==> config.mk <==
export PLATFORM = sky130hd
export DESIGN_NAME = uart_cmd_parser_flat
export DESIGN_NICKNAME = d
export VERILOG_FILES = /design/src/rtl/uart_cmd_pkg.sv /design/src/rtl/uart_cmd_parser_if.sv /design/src/rtl/uart_cmd_regfile.sv /design/src/rtl/uart_cmd_parser.sv /design/src/flat_wrapper.sv
export SDC_FILE = /design/constraint.sdc
export NUM_CORES = 1
export LEC_CHECK = 0
export BUFFER_PORTS_ARGS = -buffer_cell sky130_fd_sc_hd__buf_2
export CORE_MARGIN = 3
export CORE_UTILIZATION = 59
export CTS_BUF_LIST = sky130_fd_sc_hd__clkbuf_2
export DETAILED_ROUTE_END_ITERATION = 7
export PLACE_DENSITY_LB_ADDON = 0.12
export SYNTH_ARGS = -nofsm -noshare
export SYNTH_HDL_FRONTEND = slang
export SYNTH_SLANG_ARGS = --single-unit
export TNS_END_PERCENT = 100
==> constraint.sdc <==
create_clock -name clk -period 4 [get_ports clk]
set_input_delay 0.8 -clock clk [delete_from_list [all_inputs] [get_ports clk]]
set_output_delay 0.8 -clock clk [all_outputs]
set_load 0.02 [all_outputs]
==> src/rtl/uart_cmd_pkg.sv <==
// uart_cmd_pkg: shared FSM state encoding and protocol byte constants for the UART command parser.
package uart_cmd_pkg;
    typedef enum logic [2:0] {IDLE, CMD, ADDR, DATA, CHK, RESP} state_t;
    localparam logic [7:0] CMD_WRITE    = 8'h57;
    localparam logic [7:0] CMD_READ     = 8'h52;
    localparam logic [7:0] RSP_ACK      = 8'h06;
    localparam logic [7:0] RSP_NAK      = 8'h15;
    localparam logic [7:0] SYNC_DEFAULT = 8'hA5;
endpackage

==> src/rtl/uart_cmd_parser_if.sv <==
// uart_cmd_parser_if: UART receive/transmit handshake between the UART core (master) and the parser (slave).
interface uart_cmd_parser_if;
    logic       i_rx_valid;
    logic [7:0] i_rx_byte;
    logic       i_rx_error;
    logic       i_tx_busy;
    logic       o_tx_valid;
    logic [7:0] o_tx_byte;
    modport master (output i_rx_valid, i_rx_byte, i_rx_error, i_tx_busy, input o_tx_valid, o_tx_byte);
    modport slave  (input i_rx_valid, i_rx_byte, i_rx_error, i_tx_busy, output o_tx_valid, o_tx_byte);
endinterface

==> src/rtl/uart_cmd_regfile.sv <==
// uart_cmd_regfile: NumRegs x 8-bit register file with one write port, one read mux and a flattened view.
module uart_cmd_regfile #(
    parameter int NumRegs = 4
) (
    input  logic                       clk,
    input  logic                       i_rst,
    input  logic                       we,
    input  logic [$clog2(NumRegs)-1:0] waddr,
    input  logic [7:0]                 wdata,
    input  logic [$clog2(NumRegs)-1:0] raddr,
    output logic [7:0]                 rdata,
    output logic [NumRegs*8-1:0]       o_regs
);
    always_ff @(posedge clk or posedge i_rst) begin
        if (i_rst) o_regs <= '0;
        else if (we) o_regs[8*waddr +: 8] <= wdata;
    end

    assign rdata = o_regs[8*raddr +: 8];
endmodule

==> src/rtl/uart_cmd_parser.sv <==
// uart_cmd_parser: decodes SYNC/CMD/ADDR/DATA/CHK frames into register writes/reads and a one-byte reply.
// Optional inter-byte timeout when UART_CMD_PARSER_TIMEOUT_EN is defined.
module uart_cmd_parser
    import uart_cmd_pkg::*;
#(
    parameter int         NumRegs       = 4,
    parameter logic [7:0] SyncByte      = SYNC_DEFAULT,
    parameter int         TimeoutCycles = 1562500
) (
    input  logic                 clk,
    input  logic                 i_rst,
    uart_cmd_parser_if.slave     uart,
    output logic [7:0]           o_led,
    output logic [NumRegs*8-1:0] o_regs,
    output logic [7:0]           o_err_cnt
);
    localparam int         AW    = $clog2(NumRegs);
    localparam logic [7:0] NREGS = 8'(NumRegs);

    state_t     state;
    logic [7:0] cmd, addr, data, rsp, rd_data, resp;
    logic       rx, nak, we, err_ev, timeout, busy;

    assign busy   = uart.i_tx_busy;
    assign rx     = uart.i_rx_valid && !uart.i_rx_error;
    assign nak    = (cmd ^ addr ^ data) != uart.i_rx_byte || (cmd != CMD_WRITE && cmd != CMD_READ) || addr >= NREGS;
    assign resp   = nak ? RSP_NAK : cmd == CMD_WRITE ? RSP_ACK : rd_data;
    assign we     = state == CHK && rx && !nak && cmd == CMD_WRITE;
    assign err_ev = state != IDLE && (uart.i_rx_error || timeout || (rx && (state == RESP || (state == CHK && nak))));
    assign o_led  = o_regs[7:0];

`ifdef UART_CMD_PARSER_TIMEOUT_EN
    localparam int TW = $clog2(TimeoutCycles + 1);
    logic [TW-1:0] tmo_cnt;
    logic          active;
    assign active  = state inside {CMD, ADDR, DATA, CHK};
    assign timeout = active && !uart.i_rx_valid && tmo_cnt == TW'(TimeoutCycles - 1);
    always_ff @(posedge clk or posedge i_rst) begin
        if (i_rst) tmo_cnt <= '0;
        else tmo_cnt <= (uart.i_rx_valid || !active) ? '0 : tmo_cnt + 1'b1;
    end
`else
    assign timeout = TimeoutCycles < 0;
`endif

    uart_cmd_regfile #(.NumRegs(NumRegs)) u_regfile (
        .clk   (clk),
        .i_rst (i_rst),
        .we    (we),
        .waddr (addr[AW-1:0]),
        .wdata (data),
        .raddr (addr[AW-1:0]),
        .rdata (rd_data),
        .o_regs(o_regs)
    );

    // A reply is sent straight from CHK when the transmitter is free, otherwise held in rsp until it is.
    always_ff @(posedge clk or posedge i_rst) begin
        if (i_rst) begin
            state           <= IDLE;
            cmd             <= '0;
            addr            <= '0;
            data            <= '0;
            rsp             <= '0;
            o_err_cnt       <= '0;
            uart.o_tx_valid <= 1'b0;
            uart.o_tx_byte  <= '0;
        end else begin
            o_err_cnt       <= o_err_cnt + 8'(err_ev && o_err_cnt != 8'hFF);
            uart.o_tx_valid <= 1'b0;
            if (state != IDLE && (uart.i_rx_error || timeout)) state <= IDLE;
            else case (state)
                IDLE: if (rx && uart.i_rx_byte == SyncByte) state <= CMD;
                CMD:  if (rx) begin cmd  <= uart.i_rx_byte; state <= ADDR; end
                ADDR: if (rx) begin addr <= uart.i_rx_byte; state <= DATA; end
                DATA: if (rx) begin data <= uart.i_rx_byte; state <= CHK; end
                CHK: if (rx) begin
                    rsp             <= resp;
                    uart.o_tx_valid <= !busy;
                    if (!busy) uart.o_tx_byte <= resp;
                    state <= RESP;
                end
                RESP: begin
                    uart.o_tx_valid <= !uart.o_tx_valid && !busy;
                    if (!uart.o_tx_valid && !busy) uart.o_tx_byte <= rsp;
                    if (uart.o_tx_valid) state <= IDLE;
                end
                default: state <= IDLE;
            endcase
        end
    end
endmodule

==> src/flat_wrapper.sv <==
// flat-port wrapper written by rule: the top's interface ports become plain ports
module uart_cmd_parser_flat import uart_cmd_pkg::*;
#(
    parameter int         NumRegs       = 4,
    parameter logic [7:0] SyncByte      = SYNC_DEFAULT,
    parameter int         TimeoutCycles = 1562500
)
  (clk, i_rst, o_led, o_regs, o_err_cnt, uart_i_rx_valid, uart_i_rx_byte, uart_i_rx_error, uart_i_tx_busy, uart_o_tx_valid, uart_o_tx_byte);
  uart_cmd_parser_if uart_i ();
  input  logic clk;
  input  logic i_rst;
  output logic [7:0] o_led;
  output logic [NumRegs*8-1:0] o_regs;
  output logic [7:0] o_err_cnt;
  input wire logic [$bits(uart_i.i_rx_valid)-1:0] uart_i_rx_valid;
  input wire logic [$bits(uart_i.i_rx_byte)-1:0] uart_i_rx_byte;
  input wire logic [$bits(uart_i.i_rx_error)-1:0] uart_i_rx_error;
  input wire logic [$bits(uart_i.i_tx_busy)-1:0] uart_i_tx_busy;
  output wire logic [$bits(uart_i.o_tx_valid)-1:0] uart_o_tx_valid;
  output wire logic [$bits(uart_i.o_tx_byte)-1:0] uart_o_tx_byte;
  assign uart_i.i_rx_valid = uart_i_rx_valid;
  assign uart_i.i_rx_byte = uart_i_rx_byte;
  assign uart_i.i_rx_error = uart_i_rx_error;
  assign uart_i.i_tx_busy = uart_i_tx_busy;
  assign uart_o_tx_valid = uart_i.o_tx_valid;
  assign uart_o_tx_byte = uart_i.o_tx_byte;
  uart_cmd_parser #(.NumRegs(NumRegs), .SyncByte(SyncByte), .TimeoutCycles(TimeoutCycles)) u_core (.clk(clk), .i_rst(i_rst), .uart(uart_i), .o_led(o_led), .o_regs(o_regs), .o_err_cnt(o_err_cnt));
endmodule
==> run_summary.xml, run 1 <==
<?xml version="1.0" encoding="UTF-8"?>
<metrics>
  <group name="cells_and_area">
    <metric name="layout_commonest_cell" unit="">sky130_fd_sc_hd__dfrtp_1</metric>
    <metric name="mostFrequentLayoutCells" unit="">sky130_fd_sc_hd__dfrtp_1, sky130_fd_sc_hd__buf_2, sky130_fd_sc_hd__inv_1, sky130_fd_sc_hd__nand2_1, sky130_fd_sc_hd__mux2_2</metric>
    <metric name="layout-area-overhead-vs-synth" unit="%">11.6</metric>
    <metric name="final_design_area_no_fill" unit="sq mm">0.00493</metric>
    <metric name="antenna_diodes" unit="">0</metric>
    <metric name="final_nets" unit="">475</metric>
    <metric name="n_fill_cell" unit="">545</metric>
    <metric name="drive_above_1_share" unit="">0.315</metric>
  </group>
  <group name="clock_tree">
    <metric name="clk_tree_root_cell" unit="">sky130_fd_sc_hd__clkbuf_2</metric>
    <metric name="cts_inserted_buffers" unit="">9</metric>
    <metric name="ctsResizeCount" unit="">0</metric>
    <metric name="hold_buffers_post_cts" unit="">0</metric>
    <metric name="post-cts-setup-buffer-count" unit="">0</metric>
    <metric name="tritoncts" unit="">yes</metric>
    <metric name="h-tree-depth" unit="">3</metric>
    <metric name="clock-sinks" unit="">84</metric>
    <metric name="insertion_delay" unit="ns">0.53</metric>
    <metric name="buffer_depth_of_the_longest_clock_path" unit="">2</metric>
    <metric name="clk_pin_slew" unit="ns">0.23</metric>
  </group>
  <group name="power_and_ir_drop">
    <metric name="p_leak" unit="nW">2.34</metric>
    <metric name="total_power" unit="mW">1.37</metric>
    <metric name="ir_worst_vdd" unit="V">0.000203</metric>
    <metric name="power_density" unit="mW/mm^2">278</metric>
  </group>
  <group name="yosys">
    <metric name="asr_flop_ratio_synth" unit="">1.00</metric>
    <metric name="synth_sequential_area_ratio" unit="">0.476</metric>
    <metric name="syn-num-nets" unit="">410</metric>
    <metric name="synth.yosys.warnings" unit="">0</metric>
    <metric name="postSynth.topFlopCell" unit="">sky130_fd_sc_hd__dfrtp_1</metric>
    <metric name="syn_avg_cell_area" unit="sq um">11.3</metric>
    <metric name="synth.ff_latch_count" unit="">84</metric>
    <metric name="synth_enable_flop_cells" unit="">0</metric>
    <metric name="yosysUniqueCellTypes" unit="">46</metric>
    <metric name="post_synth_instance_area" unit="sq mm">0.00442</metric>
    <metric name="netlist_instances" unit="">391</metric>
  </group>
  <group name="setup_path">
    <metric name="cp.arrival" unit="ns">3.50</metric>
    <metric name="ff2ff_setup_slack" unit="ns">0.98</metric>
    <metric name="reg2reg_depth" unit="">10</metric>
    <metric name="cp.required" unit="ns">4.48</metric>
    <metric name="setup.worst_path.start_class" unit="">register</metric>
    <metric name="crit_fanout" unit="">14</metric>
    <metric name="worst_r2r_startpoint" unit="">u_core.cmd[4]$_DFFE_PP0P_</metric>
    <metric name="worstReg2RegEnd" unit="">u_core.o_err_cnt[6]$_DFF_PP0_</metric>
    <metric name="critical_path.endpoint_type" unit="">register</metric>
    <metric name="timing_worst_setup_path_type" unit="">register to register</metric>
  </group>
  <group name="timing">
    <metric name="report.final.setup_viol" unit="">0</metric>
    <metric name="maxClockFrequency" unit="MHz">331</metric>
    <metric name="final.setup_skew" unit="ns">0.0223</metric>
    <metric name="whs" unit="ns">0.385</metric>
    <metric name="report.final.hold_viol_count" unit="">0</metric>
    <metric name="setup_total_negative_slack" unit="ns">0</metric>
    <metric name="finalWorstPathRequiredPeriod" unit="ns">3.02</metric>
    <metric name="finalMaxSlewViolations" unit="">0</metric>
    <metric name="tightest_slew" unit="ns">1.16</metric>
    <metric name="rsz0062_at_grt" unit="">false</metric>
    <metric name="remaining_max_slew_budget_at_the_tightest_pin" unit="">0.224</metric>
    <metric name="timing.final.crit_share" unit="">0.756</metric>
  </group>
  <group name="global_route">
    <metric name="antenna_found_initial" unit="">0</metric>
    <metric name="grt_use_total" unit="">0.248</metric>
    <metric name="grt-ovfl-total" unit="">0</metric>
    <metric name="largest_net_degree_at_the_start_of_global_routing" unit="">51</metric>
    <metric name="grt_pass1_wl" unit="um">16500</metric>
    <metric name="via_count_of_the_first_global_routing_pass" unit="">3194</metric>
  </group>
  <group name="route">
    <metric name="drt-vias-per-instance" unit="">5.74</metric>
    <metric name="drcViolationCount" unit="">0</metric>
    <metric name="postRouteWirelength" unit="um">10000</metric>
    <metric name="detailedRoute.firstIterationViolations" unit="">198</metric>
    <metric name="drt-pass1-iter-count" unit="">5</metric>
    <metric name="wl_per_cell" unit="um">18.0</metric>
    <metric name="dr_total_vias" unit="">3197</metric>
    <metric name="route.antenna.remaining_nets" unit="">0</metric>
  </group>
  <group name="placed_design">
    <metric name="detailedPlacementHpwl" unit="um">7080</metric>
    <metric name="globalplace.congestion" unit="">0.792</metric>
    <metric name="place.port_buffers" unit="">69</metric>
    <metric name="dpl_cell_area" unit="sq mm">0.00482</metric>
  </group>
  <group name="floorplanning">
    <metric name="horizontal_die_dimension" unit="um">92.5</metric>
    <metric name="floorplan.rows" unit="">30</metric>
    <metric name="ios" unit="">70</metric>
    <metric name="initial_standard_cell_utilization_of_the_core" unit="">0.629</metric>
    <metric name="chip_height" unit="um">92.5</metric>
    <metric name="floorplan.die_area" unit="sq mm">0.00856</metric>
    <metric name="core_area" unit="sq mm">0.00702</metric>
  </group>
  <group name="run">
    <metric name="cap_violations" unit="">0</metric>
  </group>
  <group name="worst_hold_path">
    <metric name="hold_path.class" unit="">primary input to asynchronous set/reset pin</metric>
  </group>
  <group name="status">
    <metric name="run_status" unit="">finished clean</metric>
  </group>
</metrics>
## Yosys cell counts (2+ instances only)
| library cell | count | area (sq um) |
|---|---|---|
| sky130_fd_sc_hd__mux4_2 | 8 | 180 |
| sky130_fd_sc_hd__nor3b_1 | 4 | 30.0 |
| sky130_fd_sc_hd__xor2_1 | 9 | 78.8 |
| sky130_fd_sc_hd__nand2b_1 | 2 | 12.5 |
| sky130_fd_sc_hd__o21ai_0 | 7 | 35.0 |
| sky130_fd_sc_hd__mux2_2 | 31 | 349 |
| sky130_fd_sc_hd__mux2i_1 | 29 | 290 |
| sky130_fd_sc_hd__clkbuf_1 | 11 | 41.3 |
| sky130_fd_sc_hd__inv_1 | 35 | 131 |
| sky130_fd_sc_hd__ha_1 | 6 | 75.1 |
| sky130_fd_sc_hd__nor4b_1 | 3 | 26.3 |
| sky130_fd_sc_hd__a21oi_1 | 10 | 50.1 |
| sky130_fd_sc_hd__nand3_1 | 9 | 45.0 |
| sky130_fd_sc_hd__xnor2_1 | 23 | 201 |
| sky130_fd_sc_hd__nor4_4 | 4 | 85.1 |
| sky130_fd_sc_hd__a31o_2 | 4 | 35.0 |
| sky130_fd_sc_hd__nor2_1 | 14 | 52.6 |
| sky130_fd_sc_hd__dfrtp_1 | 84 | 2100 |
| sky130_fd_sc_hd__nand4_1 | 4 | 25.0 |
| sky130_fd_sc_hd__a31oi_1 | 2 | 12.5 |
| sky130_fd_sc_hd__a22o_1 | 5 | 43.8 |
| sky130_fd_sc_hd__nor3_1 | 4 | 20.0 |
| sky130_fd_sc_hd__nand3b_1 | 4 | 30.0 |
| sky130_fd_sc_hd__o22ai_1 | 3 | 18.8 |
| sky130_fd_sc_hd__and3_1 | 14 | 87.6 |
| sky130_fd_sc_hd__buf_4 | 8 | 60.1 |
| sky130_fd_sc_hd__nor2b_1 | 2 | 12.5 |
| sky130_fd_sc_hd__nand2_1 | 34 | 128 |
## power by group
part | leakage [nW] | total, mW | switching [mW] | internal [mW]
logic | 1.26 | 0.0661 | 0.0448 | 0.0213
registers | 1.02 | 0.860 | 0.00472 | 0.856
clock network | 0.0660 | 0.445 | 0.300 | 0.146
## through the flow
| stage | utilization | cells | setup WS, ns |
|---|---|---|---|
| 2_1_floorplan | - | 391 | 0.913 |
| 3_3_place_gp | 0.686 | 541 | 0.937 |
| 3_5_place_dp | 0.686 | 541 | 0.878 |
| 4_1_cts | 0.702 | 557 | 0.999 |
| 5_1_grt | 0.702 | 557 | 0.742 |
| 6_report | 0.702 | 557 | 0.975 |
## worst max-delay path: stages, from the launching register on
cell and delay, ns:
sky130_fd_sc_hd__dfrtp_1 0.45, sky130_fd_sc_hd__nor4bb_1 0.59, sky130_fd_sc_hd__nand4_1 0.16, sky130_fd_sc_hd__or4_4 0.57, sky130_fd_sc_hd__nor3_1 0.21, sky130_fd_sc_hd__buf_4 0.23
sky130_fd_sc_hd__o22ai_1 0.09, sky130_fd_sc_hd__ha_1 0.21, sky130_fd_sc_hd__ha_1 0.23, sky130_fd_sc_hd__nand3_1 0.11, sky130_fd_sc_hd__xnor2_1 0.12
## layout make-up
cell class                 instances  area [sq um]  share of cell area
tap                               96           120              0.0244
inverter                          35           133              0.0269
clock buffer                      10          50.0              0.0102
sequential                        84          2100               0.427
timing repair buffer              76           398              0.0807
multi-input combinational        250          2060               0.419
clock inverter                     6          62.6              0.0127
## cell families after synthesis
family | after synthesis | share of synthesized area
AOI/OAI and AO/OA | 35 | 0.0518
xor gates and xnor gates | 32 | 0.0634
adders and majority gates | 6 | 0.0170
buffers and inverters | 57 | 0.0572
DFF | 84 | 0.476
muxes | 69 | 0.189
and+or+nand+nor | 108 | 0.146
## flip-flops by register name (all words and copies together), names as in the netlist
signal	flops
u_core.addr	8
u_core.cmd	8
u_core.data	8
u_core.o_err_cnt	8
u_core.rsp	8
u_core.state	3
u_core.u_regfile.o_regs	32
u_core.uart.o_tx_byte	8
u_core.uart.o_tx_valid	1
## how the worst max path moves through the flow
stage | start | cells past startpoint | endpoint | slack, ns
final | u_core.cmd[4]$_DFFE_PP0P_ | 10 | u_core.o_err_cnt[6]$_DFF_PP0_ | 0.98
after global routing | u_core.cmd[4]$_DFFE_PP0P_ | 10 | u_core.o_err_cnt[6]$_DFF_PP0_ | 0.74
after CTS | u_core.cmd[3]$_DFFE_PP0P_ | 10 | u_core.o_err_cnt[6]$_DFF_PP0_ | 1.0
after detailed placement | uart_i_rx_byte[7] | 11 | u_core.o_err_cnt[6]$_DFF_PP0_ | 0.88
after global placement | uart_i_rx_byte[2] | 11 | u_core.o_err_cnt[6]$_DFF_PP0_ | 0.94
after floorplan | uart_i_rx_byte[2] | 11 | u_core.o_err_cnt[4]$_DFF_PP0_ | 0.91
## routing by layer
| layer | global-route usage | up-vias | routed length [um] |
|---|---|---|---|
| li1 | - | 1488 | - |
| met1 | 0.335 | 1565 | 4460 |
| met2 | 0.408 | 122 | 4860 |
| met3 | 0.0366 | 22 | 471 |
| met4 | 0.0941 | 0 | 217 |
| met5 | 0 | - | 0 |
Note: power is estimated with default switching activity, not from simulation.
==> run 2, diff against run 1 <==
==> constraint.sdc (replaced) <==
create_clock -name clk -period 2.9 [get_ports clk]
set_input_delay 0.58 -clock clk [delete_from_list [all_inputs] [get_ports clk]]
set_output_delay 0.58 -clock clk [all_outputs]
set_load 0.02 [all_outputs]
==> run 2 against run 1 <==
  * Via count hardly changed
  * Power is 44% higher
  * Clock skew is 0.0069 ns higher
  * Core utilization is 1.7 points higher
  * Final cell count is 1.8% higher
  * Sequential share of layout area is 1.0 points lower
  * Die area stayed put
  * Combinational power is 44% higher
  * Critical path type unchanged
  * Critical endpoint is now u_core.o_err_cnt[4]$_DFF_PP0_
  * Largest cell class unchanged
==> run_summary.xml, run 2 (synthesized netlist as in run 1, its figures left out) <==
<?xml version="1.0" encoding="UTF-8"?>
<metrics>
  <group name="clock_tree">
    <metric name="buffer_depth_of_the_longest_clock_path" unit="">2</metric>
    <metric name="tritoncts" unit="">yes</metric>
    <metric name="cts_inserted_buffers" unit="">9</metric>
    <metric name="h-tree-depth" unit="">3</metric>
    <metric name="clk_tree_root_cell" unit="">sky130_fd_sc_hd__clkbuf_2</metric>
    <metric name="hold_buffers_post_cts" unit="">0</metric>
    <metric name="clock-sinks" unit="">84</metric>
    <metric name="ctsResizeCount" unit="">0</metric>
    <metric name="insertion_delay" unit="ns">0.53</metric>
    <metric name="clk_pin_slew" unit="ns">0.23</metric>
    <metric name="post-cts-setup-buffer-count" unit="">0</metric>
  </group>
  <group name="setup_path">
    <metric name="critical_path.endpoint_type" unit="">register</metric>
    <metric name="cp_common_cell" unit="">sky130_fd_sc_hd__ha_1</metric>
    <metric name="cp.required" unit="ns">3.35</metric>
    <metric name="ff2ff_setup_slack" unit="ns">0.28</metric>
    <metric name="worst_path_dominant_cell_family" unit="">simple AND/OR/NAND/NOR gates</metric>
    <metric name="worst_path_max_delay_cell" unit="">sky130_fd_sc_hd__or4_4</metric>
    <metric name="setup.worst_path.start_class" unit="">register</metric>
    <metric name="critical_path_buf_inv_count" unit="">1</metric>
    <metric name="cp.arrival" unit="ns">3.07</metric>
    <metric name="timing_worst_setup_path_type" unit="">register to register</metric>
    <metric name="slowest_delay" unit="ns">0.55</metric>
    <metric name="worst_path_cell_chain" unit="">nor4bb_2 -&gt; buf_4 -&gt; nand4_1 -&gt; or4_4 -&gt; nor3_2 -&gt; o22ai_1 -&gt; ha_1 -&gt; ha_1 -&gt; nand3_1 -&gt; xnor2_1</metric>
    <metric name="crit_fanout" unit="">8</metric>
  </group>
  <group name="cells_and_area">
    <metric name="register_containing_the_most_flip_flops_in_the_final_layout" unit="">u_core.u_regfile.o_regs</metric>
    <metric name="mostFrequentLayoutCells" unit="">sky130_fd_sc_hd__dfrtp_1, sky130_fd_sc_hd__buf_2, sky130_fd_sc_hd__inv_1, sky130_fd_sc_hd__nand2_1, sky130_fd_sc_hd__mux2_2</metric>
    <metric name="layout-area-overhead-vs-synth" unit="%">14.3</metric>
    <metric name="n_fill_cell" unit="">519</metric>
    <metric name="layout_commonest_cell" unit="">sky130_fd_sc_hd__dfrtp_1</metric>
    <metric name="final_nets" unit="">485</metric>
    <metric name="drive_above_1_share" unit="">0.335</metric>
    <metric name="multi_input_area" unit="sq mm">0.00207</metric>
    <metric name="largest_register_ff_count" unit="">32</metric>
    <metric name="ff_latch_area" unit="sq mm">0.00210</metric>
    <metric name="antenna_diodes" unit="">0</metric>
  </group>
  <group name="run">
    <metric name="cap_violations" unit="">0</metric>
  </group>
  <group name="route">
    <metric name="wl_per_cell" unit="um">17.1</metric>
    <metric name="route.antenna.remaining_nets" unit="">0</metric>
    <metric name="dr_total_vias" unit="">3199</metric>
    <metric name="detailedRoute.firstIterationViolations" unit="">120</metric>
    <metric name="drt-pass1-iter-count" unit="">4</metric>
    <metric name="drcViolationCount" unit="">0</metric>
    <metric name="postRouteWirelength" unit="um">9710</metric>
    <metric name="drt-vias-per-instance" unit="">5.64</metric>
  </group>
  <group name="global_route">
    <metric name="grt_use_total" unit="">0.245</metric>
    <metric name="largest_net_degree_at_the_start_of_global_routing" unit="">40</metric>
    <metric name="antenna_found_initial" unit="">0</metric>
    <metric name="grt-ovfl-total" unit="">0</metric>
    <metric name="grt_pass1_wl" unit="um">16400</metric>
    <metric name="via_count_of_the_first_global_routing_pass" unit="">3307</metric>
  </group>
  <group name="floorplanning">
    <metric name="core_area" unit="sq mm">0.00702</metric>
    <metric name="chip_height" unit="um">92.5</metric>
    <metric name="ios" unit="">70</metric>
    <metric name="initial_standard_cell_utilization_of_the_core" unit="">0.629</metric>
    <metric name="horizontal_die_dimension" unit="um">92.5</metric>
    <metric name="floorplan.die_area" unit="sq mm">0.00856</metric>
    <metric name="floorplan.rows" unit="">30</metric>
  </group>
  <group name="power_and_ir_drop">
    <metric name="power_density" unit="mW/mm^2">391</metric>
    <metric name="ir_worst_vdd" unit="V">0.000236</metric>
    <metric name="p_leak" unit="nW">2.42</metric>
  </group>
  <group name="timing">
    <metric name="finalMaxSlewViolations" unit="">0</metric>
    <metric name="final.setup_skew" unit="ns">0.0292</metric>
    <metric name="rsz0062_at_grt" unit="">false</metric>
    <metric name="maxClockFrequency" unit="MHz">382</metric>
    <metric name="finalWorstPathRequiredPeriod" unit="ns">2.62</metric>
    <metric name="remaining_max_slew_budget_at_the_tightest_pin" unit="">0.577</metric>
    <metric name="report.final.setup_viol" unit="">0</metric>
    <metric name="tightest_slew" unit="ns">0.634</metric>
    <metric name="setup_total_negative_slack" unit="ns">0</metric>
    <metric name="timing.final.crit_share" unit="">0.902</metric>
    <metric name="report.final.hold_viol_count" unit="">0</metric>
    <metric name="whs" unit="ns">0.0813</metric>
  </group>
  <group name="placed_design">
    <metric name="globalplace.congestion" unit="">0.833</metric>
    <metric name="place.port_buffers" unit="">69</metric>
    <metric name="detailedPlacementHpwl" unit="um">7080</metric>
  </group>
  <group name="worst_hold_path">
    <metric name="hold_path.class" unit="">primary input to asynchronous set/reset pin</metric>
  </group>
  <group name="status">
    <metric name="run_status" unit="">finished clean</metric>
  </group>
</metrics>
## run 2: changes by cell type in the layout (fill, tap and decap cells not counted), sizes merged
cell	previous run	this run
bufinv	1	2
buf	76	86
inv	35	34
clkinvlp	2	0
clkbuf	10	12
## run 2: per-stage QoR
step	area, sq um	worst slack [ns]	cells	power, mW	utilization
final	5050	0.284	567	1.97	0.719
after global routing	5050	0.0775	567	2.04	0.719
after CTS	5040	0.183	567	1.98	0.718
after detailed placement	4900	0.115	551	1.30	0.699
after global placement	4900	0.208	551	1.30	0.699
after floorplan	4420	0.0331	391	1.26	-
## run 2: report_power, final
| group | total (mW) | switching, mW | leakage (nW) | internal [mW] |
|---|---|---|---|---|
| logic | 0.0955 | 0.0626 | 1.32 | 0.0329 |
| clock network | 0.693 | 0.397 | 0.0861 | 0.297 |
| registers | 1.19 | 0.00552 | 1.02 | 1.18 |
| total | 1.97 | 0.465 | 2.42 | 1.51 |
## run 2: metal layers
metal,routed length [um],up-vias,global-route usage
met5,0,-,0
met4,154,0,0.0903
met3,489,12,0.0349
met2,4800,94,0.401
met1,4260,1591,0.334
li1,-,1502,-
## run 2: cell type report
class	instances	area share
tap	96	0.0238
timing repair buffer	86	0.0962
clock buffer	12	0.0119
sequential	84	0.416
clock inverter	4	0.0146
multi-input combinational	250	0.411
inverter	35	0.0263
## run 2: worst paths after layout
| check | startpoint | depth (start not counted) | endpoint |
|---|---|---|---|
| worst max-delay path | u_core.cmd[3]$_DFFE_PP0P_ | 10 | u_core.o_err_cnt[4]$_DFF_PP0_ |
| worst min-delay path | i_rst | 2 | u_core.u_regfile.o_regs[0]$_DFFE_PP0P_ |
| worst max register to register | u_core.cmd[3]$_DFFE_PP0P_ | 10 | u_core.o_err_cnt[4]$_DFF_PP0_ |
| worst min register to register | u_core.o_err_cnt[6]$_DFF_PP0_ | 1 | u_core.o_err_cnt[6]$_DFF_PP0_ |
| max in group asynchronous | i_rst | 3 | u_core.u_regfile.o_regs[25]$_DFFE_PP0P_ |
| min in group clk | uart_i_rx_error | 2 | u_core.state[2]$_DFFE_PP0P_ |
==> run 3, diff against run 2 <==
--- a/config.mk
+++ b/config.mk
@@ -7,10 +7,12 @@
 export LEC_CHECK = 0
 export BUFFER_PORTS_ARGS = -buffer_cell sky130_fd_sc_hd__buf_2
 export CORE_MARGIN = 3
-export CORE_UTILIZATION = 59
+export CORE_UTILIZATION = 30
 export CTS_BUF_LIST = sky130_fd_sc_hd__clkbuf_2
 export DETAILED_ROUTE_END_ITERATION = 7
 export PLACE_DENSITY_LB_ADDON = 0.12
+export RECOVER_POWER = 50
+export REMOVE_ABC_BUFFERS = 1
 export SYNTH_ARGS = -nofsm -noshare
 export SYNTH_HDL_FRONTEND = slang
 export SYNTH_SLANG_ARGS = --single-unit
==> run 3 against run 2 <==
  * The run now ends with max-capacitance violations left
  * Sequential share of layout area shrank 0.28 points
  * Critical path type unchanged
  * Sequential power is essentially flat
  * Critical path depth is the same
  * Clock skew grew 0.020 ns
  * Core utilization shrank 36 points
  * Worst setup slack gained 0.017 ns
  * Wire length grew 15%
==> run_summary.xml, run 3 (synthesized netlist as in run 1, its figures left out) <==
<?xml version="1.0" encoding="UTF-8"?>
<metrics>
  <group name="clock_tree">
    <metric name="clk_pin_slew" unit="ns">0.21</metric>
    <metric name="cts_inserted_buffers" unit="">9</metric>
    <metric name="buffer_depth_of_the_longest_clock_path" unit="">2</metric>
    <metric name="h-tree-depth" unit="">3</metric>
    <metric name="tritoncts" unit="">yes</metric>
    <metric name="clock-sinks" unit="">84</metric>
    <metric name="clk_tree_root_cell" unit="">sky130_fd_sc_hd__clkbuf_2</metric>
    <metric name="ctsResizeCount" unit="">0</metric>
    <metric name="insertion_delay" unit="ns">0.57</metric>
  </group>
  <group name="setup_path">
    <metric name="critical_path.endpoint_type" unit="">register</metric>
    <metric name="crit_fanout" unit="">3</metric>
    <metric name="cp.arrival" unit="ns">3.08</metric>
    <metric name="worst_path_max_delay_cell" unit="">sky130_fd_sc_hd__dfrtp_1</metric>
    <metric name="ff2ff_setup_slack" unit="ns">0.30</metric>
    <metric name="worst_r2r_startpoint" unit="">u_core.cmd[3]$_DFFE_PP0P_</metric>
    <metric name="worst_path_cell_chain" unit="">nor4bb_1 -&gt; buf_4 -&gt; nand4_1 -&gt; or4_4 -&gt; nor3_1 -&gt; o22ai_1 -&gt; ha_1 -&gt; ha_1 -&gt; nand3_1 -&gt; xnor2_1</metric>
    <metric name="cp.required" unit="ns">3.38</metric>
    <metric name="setup.worst_path.start_class" unit="">register</metric>
    <metric name="timing_worst_setup_path_type" unit="">register to register</metric>
    <metric name="worstReg2RegEnd" unit="">u_core.o_err_cnt[6]$_DFF_PP0_</metric>
    <metric name="critical_path_buf_inv_count" unit="">1</metric>
    <metric name="cp_common_cell" unit="">sky130_fd_sc_hd__ha_1</metric>
    <metric name="slowest_delay" unit="ns">0.45</metric>
    <metric name="worst_path_dominant_cell_family" unit="">simple AND/OR/NAND/NOR gates</metric>
    <metric name="reg2reg_depth" unit="">10</metric>
  </group>
  <group name="route">
    <metric name="wl_per_cell" unit="um">17.1</metric>
    <metric name="route.antenna.remaining_nets" unit="">0</metric>
    <metric name="drt-vias-per-instance" unit="">4.87</metric>
    <metric name="detailedRoute.firstIterationViolations" unit="">153</metric>
    <metric name="dr_total_vias" unit="">3185</metric>
    <metric name="drcViolationCount" unit="">0</metric>
    <metric name="drt-pass1-iter-count" unit="">4</metric>
    <metric name="postRouteWirelength" unit="um">11200</metric>
  </group>
  <group name="floorplanning">
    <metric name="core_area" unit="sq mm">0.0141</metric>
    <metric name="horizontal_die_dimension" unit="um">127</metric>
    <metric name="initial_standard_cell_utilization_of_the_core" unit="">0.312</metric>
    <metric name="chip_height" unit="um">127</metric>
    <metric name="ios" unit="">70</metric>
    <metric name="floorplan.die_area" unit="sq mm">0.0162</metric>
    <metric name="floorplan.rows" unit="">43</metric>
  </group>
  <group name="timing">
    <metric name="whs" unit="ns">0.280</metric>
    <metric name="remaining_max_slew_budget_at_the_tightest_pin" unit="">0.0178</metric>
    <metric name="final_critical_path_setup_slack" unit="ns">0.301</metric>
    <metric name="maxClockFrequency" unit="MHz">385</metric>
    <metric name="report.final.hold_viol_count" unit="">0</metric>
    <metric name="finalMaxSlewViolations" unit="">0</metric>
    <metric name="finalWorstPathRequiredPeriod" unit="ns">2.60</metric>
    <metric name="tightest_slew" unit="ns">1.47</metric>
    <metric name="report.final.setup_viol" unit="">0</metric>
    <metric name="rsz0062_at_grt" unit="">false</metric>
    <metric name="final.setup_skew" unit="ns">0.0487</metric>
    <metric name="timing.final.crit_share" unit="">0.896</metric>
  </group>
  <group name="placed_design">
    <metric name="place.port_buffers" unit="">69</metric>
    <metric name="detailedPlacementHpwl" unit="um">8200</metric>
    <metric name="dpl_cell_area" unit="sq mm">0.00504</metric>
    <metric name="globalplace.congestion" unit="">0.740</metric>
    <metric name="preCtsSetupSlack" unit="ns">0.181</metric>
  </group>
  <group name="global_route">
    <metric name="grt_pass1_wl" unit="um">18100</metric>
    <metric name="use_met2" unit="">0.226</metric>
    <metric name="busiest_layer" unit="">met2</metric>
    <metric name="grt-ovfl-total" unit="">0</metric>
    <metric name="global_route.usage.met3" unit="">0.0297</metric>
    <metric name="grt_use_total" unit="">0.144</metric>
    <metric name="gr-usage-met1" unit="">0.197</metric>
    <metric name="antenna_found_initial" unit="">1</metric>
    <metric name="largest_net_degree_at_the_start_of_global_routing" unit="">53</metric>
    <metric name="via_count_of_the_first_global_routing_pass" unit="">3171</metric>
  </group>
  <group name="cells_and_area">
    <metric name="register_containing_the_most_flip_flops_in_the_final_layout" unit="">u_core.u_regfile.o_regs</metric>
    <metric name="layout-area-overhead-vs-synth" unit="%">15.0</metric>
    <metric name="largest_register_ff_count" unit="">32</metric>
    <metric name="final_core_utilization" unit="">0.359</metric>
    <metric name="final_nets" unit="">488</metric>
    <metric name="mostFrequentLayoutCells" unit="">sky130_fd_sc_hd__dfrtp_1, sky130_fd_sc_hd__buf_2, sky130_fd_sc_hd__inv_1, sky130_fd_sc_hd__nand2_1, sky130_fd_sc_hd__mux2_2</metric>
    <metric name="final_design_area_no_fill" unit="sq mm">0.00508</metric>
    <metric name="drive_above_1_share" unit="">0.277</metric>
    <metric name="layout_commonest_cell" unit="">sky130_fd_sc_hd__dfrtp_1</metric>
  </group>
  <group name="power_and_ir_drop">
    <metric name="p_leak" unit="nW">2.35</metric>
    <metric name="power_density" unit="mW/mm^2">353</metric>
    <metric name="ir_worst_vdd" unit="V">0.000131</metric>
  </group>
  <group name="worst_hold_path">
    <metric name="hold_path.class" unit="">primary input to register</metric>
    <metric name="min_delay_worst_endpoint" unit="">u_core.state[2]$_DFFE_PP0P_</metric>
    <metric name="min_path_cells" unit="">2</metric>
    <metric name="worst_hold_startpoint" unit="">uart_i_rx_error</metric>
  </group>
  <group name="run">
    <metric name="cap_violations" unit="">1</metric>
  </group>
  <group name="status">
    <metric name="run_status" unit="">complete, but fails checks</metric>
    <metric name="failing_checks" unit="">max-capacitance violations</metric>
  </group>
</metrics>
run 3: changes by cell type in the layout (fill, tap and decap cells not counted), moves of 2 or more:
cell / previous run / this run
sky130_fd_sc_hd__buf_2: 69 / 44
sky130_fd_sc_hd__clkbuf_1: 0 / 25
sky130_fd_sc_hd__clkbuf_2: 12 / 9
sky130_fd_sc_hd__bufinv_16: 2 / 0
sky130_fd_sc_hd__clkinv_2: 2 / 4
run 3: area by class of cell:
type / count / area, sq um
fillers: 1445 / 9070
flip-flops and latches: 84 / 2100
multi-input cells: 250 / 2060
repair buffers: 89 / 479
well taps: 180 / 225
inverters: 35 / 133
clock buffers: 9 / 45.0
clock inverters: 6 / 32.5
diodes: 1 / 2.50
run 3: where the power goes:
group | internal [mW] | leakage (nW) | switching (mW)
sequential | 1.18 | 1.02 | 0.00617
combinational | 0.0302 | 1.28 | 0.0635
clock | 0.101 | 0.0587 | 0.414
total | 1.31 | 2.35 | 0.484
run 3: what timing repair did:
item	CTS	global route
buffers inserted	0	0
endpoints found under the hold margin	22	0
hold buffers	1	0
setup endpoints to repair	0	0
run 3: how the worst max path moves through the flow:
stage / start / end / slack [ns] / depth (start not counted)
floorplan: uart_i_rx_byte[2] / u_core.o_err_cnt[4]$_DFF_PP0_ / -0.24 / 9
CTS: u_core.cmd[3]$_DFFE_PP0P_ / u_core.o_err_cnt[4]$_DFF_PP0_ / 0.27 / 10
finish: u_core.cmd[3]$_DFFE_PP0P_ / u_core.o_err_cnt[6]$_DFF_PP0_ / 0.30 / 10
global route: u_core.cmd[3]$_DFFE_PP0P_ / u_core.o_err_cnt[4]$_DFF_PP0_ / 0.12 / 10
detailed placement: uart_i_rx_byte[2] / u_core.o_err_cnt[6]$_DFF_PP0_ / 0.18 / 10
global placement: uart_i_rx_byte[2] / u_core.o_err_cnt[4]$_DFF_PP0_ / 0.21 / 10
run 3: layer usage:
layer / vias up / part of all wire
li1: 1515 / -
met1: 1605 / 0.48
met2: 55 / 0.47
met3: 10 / 0.035
met4: 0 / 0.016
met5: - / 0
run 3: stage by stage:
step,TNS (ns),std cells,power (mW)
floorplan,-1.29,369,1.26
detailed placement,0,637,1.31
finish,0,654,1.80
CTS,0,653,1.84
global placement,0,637,1.31
global route,0,654,1.90
run 3: worst register-to-register path: stages (launching register included):
cell	delay, ns
sky130_fd_sc_hd__dfrtp_1	0.45
sky130_fd_sc_hd__nor4bb_1	0.29
sky130_fd_sc_hd__buf_4	0.17
sky130_fd_sc_hd__nand4_1	0.08
sky130_fd_sc_hd__or4_4	0.43
sky130_fd_sc_hd__nor3_1	0.35
sky130_fd_sc_hd__o22ai_1	0.12
sky130_fd_sc_hd__ha_1	0.21
sky130_fd_sc_hd__ha_1	0.22
sky130_fd_sc_hd__nand3_1	0.10
sky130_fd_sc_hd__xnor2_1	0.11
